**config.mk**
```make
export PLATFORM = sky130hd
export DESIGN_NAME = wbs_mem_bridge
export DESIGN_NICKNAME = d
export VERILOG_FILES = /design/src/rtl/wbs_mem_bridge.sv
export SDC_FILE = /design/constraint.sdc
export NUM_CORES = 1
export LEC_CHECK = 0
export BUFFER_PORTS_ARGS = -buffer_cell sky130_fd_sc_hd__buf_2
export CAP_MARGIN = 15
export CORE_AREA = 5 5 114 116
export DETAILED_ROUTE_END_ITERATION = 6
export DIE_AREA = 0 0 119 121
export GPL_TIMING_DRIVEN = 0
export HOLD_SLACK_MARGIN = 0.12
export PLACE_DENSITY = 0.69
export SETUP_SLACK_MARGIN = 0.05
export SLEW_MARGIN = 40
export SYNTH_ARGS = -nofsm -noshare
export SYNTH_HDL_FRONTEND = slang
export SYNTH_SLANG_ARGS = --single-unit
```
**constraint.sdc**
```tcl
create_clock -name wb_clk_i -period 5.2 [get_ports wb_clk_i]
set_input_delay 1.56 -clock wb_clk_i [delete_from_list [all_inputs] [get_ports wb_clk_i]]
set_output_delay 1.56 -clock wb_clk_i [all_outputs]
set_load 0.02 [all_outputs]
```
**src/rtl/wbs_mem_bridge.sv**
```systemverilog
// Wishbone slave front-end: decodes the 0x3000_0000-0x3004_FFFF map, pairs 32-bit writes into
// leaf/query entries, drives node/leaf/query write ports, serves best reads, hosts control regs.
// Optional build macro WBS_DONE_IRQ_EN adds a done-rising-edge interrupt on irq_o.
module wbs_mem_bridge #(
   parameter int DATA_WIDTH = 11,
   parameter int NODE_AW    = 6,
   parameter int LEAF_AW    = 9,
   parameter int QUERY_AW   = 9,
   parameter int BEST_AW    = 9
) (
   input  logic                    wb_clk_i,
   input  logic                    wb_rst_i,
   input  logic                    wbs_stb_i,
   input  logic                    wbs_cyc_i,
   input  logic                    wbs_we_i,
   input  logic [3:0]              wbs_sel_i,
   input  logic [31:0]             wbs_adr_i,
   input  logic [31:0]             wbs_dat_i,
   output logic                    wbs_ack_o,
   output logic [31:0]             wbs_dat_o,
   output logic                    node_wen,
   output logic [NODE_AW-1:0]      node_waddr,
   output logic [2*DATA_WIDTH-1:0] node_wdata,
   output logic                    leaf_wen,
   output logic [LEAF_AW-1:0]      leaf_waddr,
   output logic [63:0]             leaf_wdata,
   output logic                    query_wen,
   output logic [QUERY_AW-1:0]     query_waddr,
   output logic [5*DATA_WIDTH-1:0] query_wdata,
   output logic                    best_ren,
   output logic [BEST_AW-1:0]      best_raddr,
   input  logic [DATA_WIDTH-1:0]   best_rdata,
   output logic                    fsm_start,
   input  logic                    fsm_done,
   input  logic                    fsm_busy,
   output logic                    mode_o,
   output logic                    debug_o,
   output logic                    irq_o
);

   localparam logic [15:0] BANK_CTRL  = 16'h3000;
   localparam logic [15:0] BANK_QUERY = 16'h3001;
   localparam logic [15:0] BANK_LEAF  = 16'h3002;
   localparam logic [15:0] BANK_BEST  = 16'h3003;
   localparam logic [15:0] BANK_NODE  = 16'h3004;

   localparam logic [4:0] OFF_MODE  = 5'h00;
   localparam logic [4:0] OFF_DEBUG = 5'h04;
   localparam logic [4:0] OFF_DONE  = 5'h08;
   localparam logic [4:0] OFF_START = 5'h0C;
   localparam logic [4:0] OFF_BUSY  = 5'h10;

   localparam int HIDX_W = (LEAF_AW > QUERY_AW) ? LEAF_AW : QUERY_AW;

   typedef enum logic [1:0] {IDLE, RD_WAIT, ACK} state_t;

   state_t              state;
   logic                mode_q;
   logic                debug_q;
   logic                err_q;
   logic                hold_vld;
   logic [31:0]         hold;
   logic [HIDX_W-1:0]   hold_idx;

   logic                req;
   logic                wr;
   logic                upper;
   logic [15:0]         bank;
   logic [4:0]          off;
   logic                is_ctrl, is_query, is_leaf, is_best, is_node;
   logic [HIDX_W-1:0]   leaf_idx, query_idx;
   logic                leaf_up, query_up, leaf_hit, query_hit;
   logic [63:0]         pair;
   logic [31:0]         rd_val;

   // Decode is only live in IDLE so every side effect fires exactly once per transfer.
   assign req       = !wb_rst_i && (state == IDLE) && wbs_cyc_i && wbs_stb_i;
   assign wr        = wbs_we_i && (wbs_sel_i == 4'hF);
   assign upper     = wbs_adr_i[2];
   assign bank      = wbs_adr_i[31:16];
   assign off       = wbs_adr_i[4:0];
   assign is_ctrl   = (bank == BANK_CTRL);
   assign is_query  = (bank == BANK_QUERY);
   assign is_leaf   = (bank == BANK_LEAF);
   assign is_best   = (bank == BANK_BEST);
   assign is_node   = (bank == BANK_NODE);

   assign leaf_idx  = HIDX_W'(wbs_adr_i[3 +: LEAF_AW]);
   assign query_idx = HIDX_W'(wbs_adr_i[3 +: QUERY_AW]);
   assign leaf_up   = req && is_leaf && wr && upper;
   assign query_up  = req && is_query && wr && upper;
   assign leaf_hit  = leaf_up && hold_vld && (hold_idx == leaf_idx);
   assign query_hit = query_up && hold_vld && (hold_idx == query_idx);
   assign pair      = {wbs_dat_i, hold};

   assign leaf_wen    = leaf_hit;
   assign leaf_waddr  = leaf_hit ? wbs_adr_i[3 +: LEAF_AW] : '0;
   assign leaf_wdata  = leaf_hit ? pair : '0;
   assign query_wen   = query_hit;
   assign query_waddr = query_hit ? wbs_adr_i[3 +: QUERY_AW] : '0;
   assign query_wdata = query_hit ? pair[5*DATA_WIDTH-1:0] : '0;

   assign node_wen    = req && is_node && wr;
   assign node_waddr  = node_wen ? wbs_adr_i[2 +: NODE_AW] : '0;
   assign node_wdata  = node_wen ? wbs_dat_i[2*DATA_WIDTH-1:0] : '0;

   // best_ren rides the decode cycle so best_rdata is ready when RD_WAIT captures it.
   assign best_ren    = req && is_best && !wbs_we_i;
   assign best_raddr  = best_ren ? wbs_adr_i[3 +: BEST_AW] : '0;

   assign fsm_start   = req && is_ctrl && wr && (off == OFF_START);

   assign mode_o      = mode_q;
   assign debug_o     = debug_q;

   always_comb begin
      rd_val = '0;
      if (req && !wbs_we_i && is_ctrl) begin
         case (off)
            OFF_MODE:  rd_val[0]   = mode_q;
            OFF_DEBUG: rd_val[1:0] = {err_q, debug_q};
            OFF_DONE:  rd_val[0]   = fsm_done;
            OFF_BUSY:  rd_val[0]   = fsm_busy;
            default:   rd_val      = '0;
         endcase
      end
   end

   always_ff @(posedge wb_clk_i) begin
      if (wb_rst_i) begin
         state     <= IDLE;
         wbs_ack_o <= 1'b0;
         wbs_dat_o <= '0;
         mode_q    <= 1'b0;
         debug_q   <= 1'b0;
         err_q     <= 1'b0;
         hold_vld  <= 1'b0;
         hold      <= '0;
         hold_idx  <= '0;
      end else begin
         case (state)
            IDLE: begin
               if (req) begin
                  if (best_ren) begin
                     state <= RD_WAIT;
                  end else begin
                     state     <= ACK;
                     wbs_ack_o <= 1'b1;
                     wbs_dat_o <= rd_val;
                  end
                  if (is_ctrl && wr && (off == OFF_MODE))
                     mode_q <= wbs_dat_i[0];
                  if (is_ctrl && wr && (off == OFF_DEBUG)) begin
                     debug_q <= wbs_dat_i[0];
                     err_q   <= 1'b0;
                  end
                  if ((is_leaf || is_query) && wr && !upper) begin
                     hold     <= wbs_dat_i;
                     hold_idx <= is_leaf ? leaf_idx : query_idx;
                     hold_vld <= 1'b1;
                  end
                  if (leaf_hit || query_hit)
                     hold_vld <= 1'b0;
                  // Orphaned or mismatched upper halves are dropped and flagged.
                  if ((leaf_up && !leaf_hit) || (query_up && !query_hit))
                     err_q <= 1'b1;
               end
            end
            RD_WAIT: begin
               state     <= ACK;
               wbs_ack_o <= 1'b1;
               wbs_dat_o <= {{(32-DATA_WIDTH){1'b0}}, best_rdata};
            end
            ACK: begin
               state     <= IDLE;
               wbs_ack_o <= 1'b0;
               wbs_dat_o <= '0;
            end
            default: begin
               state     <= IDLE;
               wbs_ack_o <= 1'b0;
               wbs_dat_o <= '0;
            end
         endcase
      end
   end

`ifdef WBS_DONE_IRQ_EN
   logic done_q;
   logic irq_q;
   logic done_rd;

   assign done_rd = req && !wbs_we_i && is_ctrl && (off == OFF_DONE);
   assign irq_o   = irq_q;

   always_ff @(posedge wb_clk_i) begin
      if (wb_rst_i) begin
         done_q <= 1'b0;
         irq_q  <= 1'b0;
      end else begin
         done_q <= fsm_done;
         if (fsm_done && !done_q)
            irq_q <= 1'b1;
         else if (done_rd)
            irq_q <= 1'b0;
      end
   end
`else
   assign irq_o = 1'b0;
`endif

endmodule

```
==> metrics <==
Post-synth EDFFs=0; PnR worst setup slack=-83.3 ps; CTS buffer count=9; max-slew violations=0; DR vias=4510; Tmin final=5280 ps; drt drc=0; Final Util=0.625; status=finished, violations left; top cell type's share of synthesized area=0.304; hold_ws=457 ps; VDD IR max=144 uV; Max-Cap Viols=0; Crit. Startpoint=wbs_adr_i[23]; final RePlAce weighted congestion=0.865; first-pass GRT wire length=23.2 mm; wire length per cell=17.7 um; CP max FO=10; Distinct cells, synth=43; total grt overflow=0; Layout area overhead=89.9%; initial antenna violation count=0; data required time of the worst path=3640 ps; clock skew=7.67 ps; Nets=892; Vias/cell=4.71; Worst Tran Pin Value=633 ps; ys async rst share=0; # hold bufs at CTS=0; CTS clk-pin slew, worst paths=50 ps; Die Span Y=121 um; Antenna Nets Post-Route=0; CTS Root Cell=clkbuf_16; die width=119 um; largest net degree at the start of global routing=11; GRT Total Usage=0.203; clk_lat worst skew=320 ps; failing checks=setup timing; Final period util=1.02; pwr dens=157 nW/um^2; crit end category=primary output; Pre-Repair DR Iteration Count=4; Initial Util=0.329; Avg Cell Area, Syn=8.10 um^2; count of state elements after synthesis=59; RSZ-0062 raised after global routing=yes; Final Hold Viols=0; Leak Pwr=3.96 nW; # port buffers=273; filler instances=983; H-tree levels=3; Hold WC Path Type=reg2reg; Startpoint Class=input port; CTS tree=done; slew margin rel.=0.577; Synth warnings=0; # rows=40; min-delay src=hold_vld$_SDFFE_PP0P_; vias in the first global route=4292; share of post-route cells with drive strength above 1=0.570; crit path DAT=3720 ps; Achievable Freq=189 MHz; Core ar.=11800 um^2; sequential area share after synthesis=0.304; Yosys top cell by area=dfxtp_1; synth top area cells=dfxtp_1 30%, and2_1 28%, mux2i_1 11%; prevailing post-synth register cell=dfxtp_1; CTS Sinks=59; reg2reg start=state[1]$_SDFFE_PP0N_; DIE AREA=14400 um^2; Mapped Cells=480; DP Wirelength=11.8 mm; total wire length=16.9 mm; starting DRC count in detailed routing=174; # diodes=0; cell area after synthesis=3890 um^2; final setup fails=69; Crit Path Category=in2out; Max Root-Sink Buffers=2; Boundary Pins=301
cell usage in the layout (no fill, tap or decap), types with 6 or more instances in the layout:
cell type	count
nand2_1	6
conb_1	22
buf_8	11
mux2i_1	43
clkbuf_1	13
nand4_1	6
buf_2	136
buf_6	130
a32oi_1	9
xor2_1	8
and2_1	76
buf_4	52
clkbuf_16	13
inv_1	7
dfxtp_1	59
and2_4	98
nor2_1	60
worst paths after layout:
| check | end | slack, ps | cells past startpoint |
|---|---|---|---|
| max reg2reg | hold[8]$_SDFFE_PP0P_ | 2850 | 6 |
| max | leaf_wdata[46] | -80 | 11 |
| min reg2reg | hold_vld$_SDFFE_PP0P_ | 460 | 2 |
| min | hold_vld$_SDFFE_PP0P_ | 460 | 2 |
layout make-up:
| class | instances | area, um^2 | area share |
|---|---|---|---|
| inverters | 7 | 26.3 | 0.00356 |
| repair buffers | 296 | 2490 | 0.337 |
| clock inverters | 5 | 52.6 | 0.00712 |
| multi-input cells | 378 | 2730 | 0.369 |
| flip-flops and latches | 59 | 1180 | 0.160 |
| well taps | 147 | 184 | 0.0249 |
| plain buffers | 55 | 480 | 0.0651 |
| clock buffers | 11 | 243 | 0.0329 |
timing repair:
| action | CTS | global route |
|---|---|---|
| gates cloned | 1 | 5 |
| setup buffers | 11 | 6 |
| endpoints found under the setup margin | 177 | 166 |
| pin swaps | 10 | 11 |
| gates resized for setup | 202 | 226 |
power breakdown:
group / leakage (nW) / total, mW / internal, mW / switching [mW]
logic: 3.34 / 0.116 / 0.0456 / 0.0708
registers: 0.475 / 0.454 / 0.454 / 0.000541
clock network: 0.145 / 0.590 / 0.381 / 0.209
total: 3.96 / 1.16 / 0.881 / 0.280
critical path: stages:
cell and delay, ps:
buf_6 90, or4_4 550, nor4_4 140, buf_4 180, nand4_4 120, nor4b_4 370
buf_6 170, buf_12 130, buf_8 120, and2_1 160, buf_6 130
kinds of logic (layout without fill, tap and decap cells):
kind of cell              after synthesis  in the layout  share of synthesized area
DFF                                    59             59                      0.304
AOI/OAI and AO/OA                      22             22                     0.0435
xor gates and xnor gates               10             10                     0.0225
muxes                                  43             43                      0.111
and+or+nand+nor                       281            281                      0.425
other                                   1             22                   0.000965
buffers and inverters                  64            374                     0.0930
registers in the layout, indices dropped and copies added (netlist names):
register and cells:
mode_o 1, wbs_ack_o 1, hold_idx 9, debug_o 1, wbs_dat_o 11, hold 32, hold_vld 1, err_q 1
state 2
metal layers:
metal / global-route usage / share of wire / wire length, um / vias to the layer above
met3: 0.0713 / 0.087 / 1470 / 25
li1: - / - / - / 2174
met1: 0.240 / 0.40 / 6760 / 2086
met4: 0.0355 / 0.015 / 260 / 0
met2: 0.358 / 0.50 / 8460 / 225
met5: 0 / 0 / 0 / -
Yosys cell counts (all sizes together) (7+ instances only):
cell    count
and2      174
nand4       7
clkbuf     23
dfxtp      59
buf        34
mux2i      43
nor4        8
a32oi       9
xor2        8
nor2       60
inv         7
nand2       7
stage by stage:
step                      setup TNS [ps]  instances  area [um^2]  total power, mW  worst slack, ps
final                              -3250        958         7380             1.16            -83.3
after global routing               -8470        958         7380             1.21             -150
after CTS                          -3550        948         6610             1.17            -75.2
after detailed placement          -82620        921         5520            0.573             -692
after global placement            -77150        921         5520            0.572             -652
after floorplan                        0        501         3970            0.518             51.4
No activity file was read; power rests on OpenSTA's default activity.
